$ cat src/rtl/regfile_scoreboard.sv
// regfile_scoreboard: general-purpose register file (R0..R14) with two
// write-back ports, NUM_RD combinational read ports with write-through bypass,
// and a per-register pending-write counter used for RAW hazard detection.
//
// Ports:
//   clk, rst                     clock, synchronous active-high reset
//   wr0_en/addr/data             write port 0 (ALU write-back, wins on collision)
//   wr1_en/addr/data             write port 1 (load write-back)
//   rd_addr / rd_data            packed read ports, port k at [k*W +: W]
//   rd_busy                      per read port: source has an outstanding producer
//   iss_en / iss_dst / iss_stall issue of a producer; stall when counter saturated
//   flush                        clear all pending counters
//   busy_vec                     registered view: bit r = (pend[r] != 0)
module regfile_scoreboard #(
  parameter int unsigned DATA_W   = 32,
  parameter int unsigned NUM_REGS = 15,
  parameter int unsigned ADDR_W   = 4,
  parameter int unsigned NUM_RD   = 3,
  parameter int unsigned PEND_W   = 2
) (
  input  logic                       clk,
  input  logic                       rst,
  input  logic                       wr0_en,
  input  logic [ADDR_W-1:0]          wr0_addr,
  input  logic [DATA_W-1:0]          wr0_data,
  input  logic                       wr1_en,
  input  logic [ADDR_W-1:0]          wr1_addr,
  input  logic [DATA_W-1:0]          wr1_data,
  input  logic [NUM_RD*ADDR_W-1:0]   rd_addr,
  output logic [NUM_RD*DATA_W-1:0]   rd_data,
  output logic [NUM_RD-1:0]          rd_busy,
  input  logic                       iss_en,
  input  logic [ADDR_W-1:0]          iss_dst,
  output logic                       iss_stall,
  input  logic                       flush,
  output logic [NUM_REGS-1:0]        busy_vec
);

  localparam int unsigned CNT_W = PEND_W + 1;
  localparam logic [PEND_W-1:0] PEND_MAX = '1;

  logic [DATA_W-1:0] r_regs [NUM_REGS];
  logic [PEND_W-1:0] r_pend [NUM_REGS];

  logic [1:0]        w_dec      [NUM_REGS];
  logic [PEND_W-1:0] w_pend_nxt [NUM_REGS];
  logic              w_iss_valid;
  logic              w_iss_wr;
  logic [PEND_W-1:0] w_iss_pend;

  // Number of writes retiring into each register this cycle (0..2).
  always_comb begin
    for (int r = 0; r < int'(NUM_REGS); r++) begin
      w_dec[r] = 2'(wr0_en && (wr0_addr == ADDR_W'(r)))
               + 2'(wr1_en && (wr1_addr == ADDR_W'(r)));
    end
  end

  // Issue stall: counter saturated and no write frees a slot this cycle.
  always_comb begin
    w_iss_valid = iss_en && (32'(iss_dst) < NUM_REGS);
    w_iss_wr    = (wr0_en && (wr0_addr == iss_dst)) ||
                  (wr1_en && (wr1_addr == iss_dst));
    w_iss_pend  = '0;
    if (w_iss_valid) w_iss_pend = r_pend[iss_dst];
    iss_stall   = w_iss_valid && !flush && (w_iss_pend == PEND_MAX) && !w_iss_wr;
  end

  // Next pending count: +issue -writes, clamped at zero; flush clears all.
  always_comb begin
    logic [CNT_W-1:0] v_sum;
    logic [CNT_W-1:0] v_dec;
    v_sum = '0;
    v_dec = '0;
    for (int r = 0; r < int'(NUM_REGS); r++) begin
      v_sum = {1'b0, r_pend[r]}
            + CNT_W'(w_iss_valid && !iss_stall && (iss_dst == ADDR_W'(r)));
      v_dec = CNT_W'(w_dec[r]);
      if (flush || (v_sum < v_dec)) begin
        w_pend_nxt[r] = '0;
      end else begin
        w_pend_nxt[r] = PEND_W'(v_sum - v_dec);
      end
    end
  end

  // Read ports with bypass; busy already discounts writes landing this cycle.
  always_comb begin
    logic [ADDR_W-1:0] v_addr;
    logic              v_valid;
    rd_data = '0;
    rd_busy = '0;
    v_addr  = '0;
    v_valid = 1'b0;
    for (int k = 0; k < int'(NUM_RD); k++) begin
      v_addr  = rd_addr[k*ADDR_W +: ADDR_W];
      v_valid = 32'(v_addr) < NUM_REGS;
      if (v_valid) begin
        if (wr0_en && (wr0_addr == v_addr)) begin
          rd_data[k*DATA_W +: DATA_W] = wr0_data;
        end else if (wr1_en && (wr1_addr == v_addr)) begin
          rd_data[k*DATA_W +: DATA_W] = wr1_data;
        end else begin
          rd_data[k*DATA_W +: DATA_W] = r_regs[v_addr];
        end
        rd_busy[k] = {1'b0, r_pend[v_addr]} > CNT_W'(w_dec[v_addr]);
      end
    end
  end

  // State: register array, pending counters and their registered busy view.
  always_ff @(posedge clk) begin
    if (rst) begin
      for (int r = 0; r < int'(NUM_REGS); r++) begin
        r_regs[r] <= '0;
        r_pend[r] <= '0;
      end
      busy_vec <= '0;
    end else begin
      for (int r = 0; r < int'(NUM_REGS); r++) begin
        if (wr0_en && (wr0_addr == ADDR_W'(r))) begin
          r_regs[r] <= wr0_data;
        end else if (wr1_en && (wr1_addr == ADDR_W'(r))) begin
          r_regs[r] <= wr1_data;
        end
        r_pend[r]   <= w_pend_nxt[r];
        busy_vec[r] <= |w_pend_nxt[r];
      end
    end
  end

endmodule
$ cat config.mk
export PLATFORM = sky130hd
export DESIGN_NAME = regfile_scoreboard
export DESIGN_NICKNAME = d
export VERILOG_FILES = /design/src/rtl/regfile_scoreboard.sv
export SDC_FILE = /design/constraint.sdc
export NUM_CORES = 2
export LEC_CHECK = 0
export ABC_CLOCK_PERIOD_IN_PS = 4100
export BUFFER_PORTS_ARGS = -buffer_cell sky130_fd_sc_hd__buf_4
export CORE_ASPECT_RATIO = 0.9
export CORE_MARGIN = 2
export CORE_UTILIZATION = 25
export DETAILED_ROUTE_END_ITERATION = 16
export GPL_ROUTABILITY_DRIVEN = 0
export HOLD_SLACK_MARGIN = 0.15
export PLACE_DENSITY = 0.46
export SLEW_MARGIN = 20
export SYNTH_ARGS = -nofsm -noshare
export SYNTH_HDL_FRONTEND = slang
export SYNTH_SLANG_ARGS = --single-unit
export TNS_END_PERCENT = 5
$ cat constraint.sdc
create_clock -name clk -period 4.1 [get_ports clk]
set_input_delay 0 -clock clk [delete_from_list [all_inputs] [get_ports clk]]
set_output_delay 0 -clock clk [all_outputs]
set_load 0.01 [all_outputs]
==> Word level (Yosys, flattened, before mapping) <==
Memories as Yosys holds them, arrays and structs flattened.
Cells that the tools add are included.
{ "word_totals": {"inputBits": 94, "elab_cells": 457, "reg_bits": 15, "n_memories": 2, "ramBits": 510, "output_inout_bits": 115} }
{ "op_classes": {"magnitude_cmp": 25, "addsub": 45, "reduce_logical": 95, "eq_ne": 51, "bitwise": 48, "muxes": 190} }
{ "mem_list": {"columns": ["memory", "depth", "width", "rd", "rd_clocked_by_memory_dff", "wr", "line", "source"], "rows": [
  ["r_regs", 15, 32, 3, 0, 15, "42", "logic [DATA_W-1:0] r_regs [NUM_REGS];"],
  ["r_pend", 15, 2, 19, 0, 15, "43", "logic [PEND_W-1:0] r_pend [NUM_REGS];"]
]} }
{ "op_table": {"columns": ["operator", "count"], "rows": [
  ["$mux W32", 39],
  ["$mux W1", 111],
  ["$eq A4 B4 Y1 const B", 21],
  ["$mux W2", 37],
  ["$logic_and A1 B1 Y1", 58],
  ["$eq A4 B3 Y1 const B", 12],
  ["$add A2 B1 Y3", 15],
  ["$lt A3 B2 Y1", 15],
  ["$or A1 B1 Y1", 45],
  ["$eq A4 B4 Y1", 8],
  ["$add A1 B1 Y2", 15],
  ["$reduce_or A2 Y1", 15],
  ["$sub A2 B2 Y2", 15],
  ["$bmux W2 S4", 3],
  ["$eq A4 B2 Y1 const B", 6],
  ["$logic_or A1 B1 Y1", 16],
  ["$lt A4 B4 Y1 const B", 4],
  ["$ge A5 B5 Y1 const B", 3],
  ["$not A4 Y5", 3],
  ["$eq A4 B1 Y1 const B", 3],
  ["$logic_not A4 Y1", 3],
  ["$gt A2 B2 Y1", 3],
  ["$logic_not A1 Y1", 3],
  ["$eq A2 B2 Y1 const B", 1]
]} }

==> Logic depth before layout (Yosys ltp) <==
{ "logic_depth": {"word_depth": 14, "ltp_mapped": 15, "mapped_depth_nobuf": 12} }

==> Least setup slack after synthesis <==
No wires, ideal clock.
{ "synth_timing": {"kind": "register to register", "start": "mem r_pend[1][0]", "end": "reg busy_vec[13]", "period_less_slack_ns": 3.034, "n_path_buf": 1, "path_stages_with_launch": 13, "arrival_ns": 2.910, "slack_ns": 1.066, "setup_time_ns": 0.123, "t_required_ns": 3.977, "cell_sequence": "dfxtp_1 > mux4_1 > nor3_1 > or4b_4 > nor4_4 > buf_6 > a21oi_1 > ha_1 > fa_1 > nor3b_1 > nor2_1 > nor3_1 > or2_2"} }
{ "synth_rtl": {"columns": ["item", "line", "source"], "rows": [
  ["start: declaration", "43", null],
  ["end signal: indexed assignment", "127", "busy_vec[r] <= |w_pend_nxt[r];"],
  ["end: declaration", "36", "output logic [NUM_REGS-1:0] busy_vec"]
]} }

==> results.txt <==
Status -> finished, final reports clean
Slew Limit Fails -> 0
Root Buffer -> clkbuf_16
Tcrit/Tclk final -> 0.8350
Slew headroom -> 0.1700
DRT Wirelength -> 209800 um
Final Net Count -> 4278
CP Launch Point -> r_pend[3][0]$_SDFF_PP0_
RSZ-0062 raised after global routing -> no
Final TNS setup -> 0 ps
Post-synthesis cell area -> 40660 sq um
Clock latency on the worst-skew pair -> 680 ps
Seq/Total Area, Yosys -> 0.3767
Post-synth cell types -> 66
Row cnt -> 140
Remaining global-route overflow -> 0
Post-DP HPWL -> 129700 um
Fraction of layout cells with a size suffix above 1 -> 0.2119
Yosys warns -> 0
Tmin final -> 3424 ps
Core ar. -> 161700 sq um
Max FO, Critical Path -> 12
Most common cell in the synthesized netlist -> nand2_1
Drt drc -> 0
Vias in the first global route -> 34960
Num CTS Buffers -> 69
Die height -> 386.6 um
Mean Syn Cell Area -> 10.06 sq um
#FFs+latches synth -> 525
Vias/cell -> 5.851
Tot GR Track Use -> 0.2452
Wire length per cell -> 33.39 um
Number of max-cap violations -> 0
Syn_nets -> 4231
Worst Tran Pin Value -> 1214 ps
Pwr/cell area -> 351.6 nW/um^2
Critical path type -> reg -> reg
Synth area leader -> edfxtp_1
H-tree depth -> 3
Starting Density -> 0.2515
Endpoints failing hold -> 0
Clock Skews -> 11.58 ps
Area growth syn-to-layout -> 17.82%
Final Cell Area -> 47900 sq um
Synth cell count leaders -> nand2_1 (700), edfxtp_1 (480), mux2i_1 (418), a21oi_1 (363), clkbuf_1 (337)
Clock tree sinks -> 525
Fill cell count -> 16560
DR vias -> 36760
FMAX -> 0.2921 GHz
First-pass DRT Iterations -> 8
1st-iter DRT viols -> 5796
Hold path startpoint -> iss_dst[3]
Clock buffer depth -> 3
Yosys top cell area share -> 0.3545
VDD IR max -> 0.2721 mV
FF-to-FF Start -> r_pend[3][0]$_SDFF_PP0_
Post-synth ARST share -> 0
Antenna violations before repair -> 29
PortBufs -> 208
Critical path launch point type -> flip-flop
EDFF count, synth -> 480
Synth Flop Type -> edfxtp_1
Area after DPL -> 44630 sq um
CTS tree -> yes
LEAKAGE -> 17.60 nW
Type of the tightest min-delay check -> in -> reg
Die Area -> 165900 sq um
Min Hold Slack -> 176.6 ps
Chip width -> 429.1 um
Req. time, crit path -> 4650 ps
First-pass GRT wire length -> 288800 um
Register clock-pin slew on the reported worst setup and hold paths -> 60 ps
Crit path DAT -> 3980 ps
# setup viols final -> 0
Dominant cells by area after synthesis -> edfxtp_1 (35%), mux4_2 (15%), mux2i_1 (10%)
Largest net degree at the start of global routing -> 132
Worst setup EP type -> flip-flop
Io pins -> 209
Mapped Cells -> 4041
Post-layout util -> 0.2963
Post-route ant nets -> 0
==> final timing paths <==
check / to / slack (ps) / cells after the start
worst min register to register: r_pend[13][0]$_SDFF_PP0_ / 860 / 4
worst max-delay path: busy_vec[14]$_SDFF_PP0_ / 680 / 12
worst min-delay path: r_pend[12][0]$_SDFF_PP0_ / 180 / 7
worst max register to register: busy_vec[14]$_SDFF_PP0_ / 680 / 12
==> stage by stage <==
step | std cells | power (mW) | worst slack [ps]
2_1_floorplan | 4041 | 8.715 | 1066
3_3_place_gp | 6047 | 10.40 | 768.4
3_5_place_dp | 6047 | 10.41 | 707.9
4_1_cts | 6273 | 16.80 | 700.3
5_1_grt | 6277 | 17.22 | 385.4
6_report | 6282 | 16.84 | 676.3
==> timing repair <==
item / CTS / global route
hold buffers: 100 / 0
hold endpoints to repair: 516 / 0
resized for setup: 0 / 0
setup buffers: 0 / 0
==> state kept, by name, indices dropped and copies added, names as in the netlist <==
name / count
busy_vec: 15
r_pend: 30
r_regs: 480
==> where the power goes <==
group	switching (mW)	internal, mW	leakage (nW)
clock network	2.71	3.66	1.11
logic	2.34	1.54	11.5
registers	0.310	6.28	5.01
==> area by class of cell <==
class	instances	area [sq um]	share of cell area
Clock buffer	82	1807	0.03772
Clock inverter	44	436.7	0.009116
Timing Repair Buffer	466	4073	0.08502
Tap cell	2130	2665	0.05563
Antenna cell	9	22.52	0.0004701
Multi-Input combinational cell	2940	23260	0.4856
Sequential cell	525	15310	0.3197
Inverter	86	322.8	0.006739
==> logic make-up after synthesis <==
| kind of cell | share of synthesized area |
|---|---|
| AOI/OAI and AO/OA | 0.1239 |
| muxes | 0.2658 |
| buffers and inverters | 0.06062 |
| DFF | 0.3767 |
| adders and majority gates | 0.03231 |
| and+or+nand+nor | 0.1308 |
| xor gates and xnor gates | 0.009909 |
==> placed cells by master (no fill, tap or decap), types with 30 or more instances in the layout <==
cell type,Yosys,final
nand2_1,700,698
edfxtp_1,480,480
mux2i_1,418,418
a21oi_1,363,363
buf_4,14,337
nor2_1,283,278
mux4_2,272,272
o21ai_0,142,142
dlygate4sd3_1,0,100
inv_1,86,86
o22ai_1,84,84
ha_1,81,76
clkbuf_16,0,70
a22o_1,62,62
and3_1,46,46
dfxtp_1,45,45
mux2_2,37,37
a211oi_1,36,36
xnor2_1,35,35
nor4_1,33,32
a22oi_1,30,30
o32ai_1,30,30
==> worst max-delay path, cell delays in order (launching register included) <==
cell and delay, ps:
dfxtp_1 420, mux4_1 260, nor3_1 50, or4b_4 530, nor4_4 260, buf_4 270, a2111oi_0 130, ha_1 260
fa_1 510, nor3b_1 160, nor2_1 90, nor3_1 60, or2_2 310
==> metal layers <==
metal  track usage  vias up  part of all wire
li1              -    15070                 -
met1        0.3186    18560              0.39
met2        0.3740     2554              0.44
met3       0.05856      558              0.11
met4        0.1349       18             0.063
met5             0        -           0.00057
No activity file was read; power rests on OpenSTA's default activity.
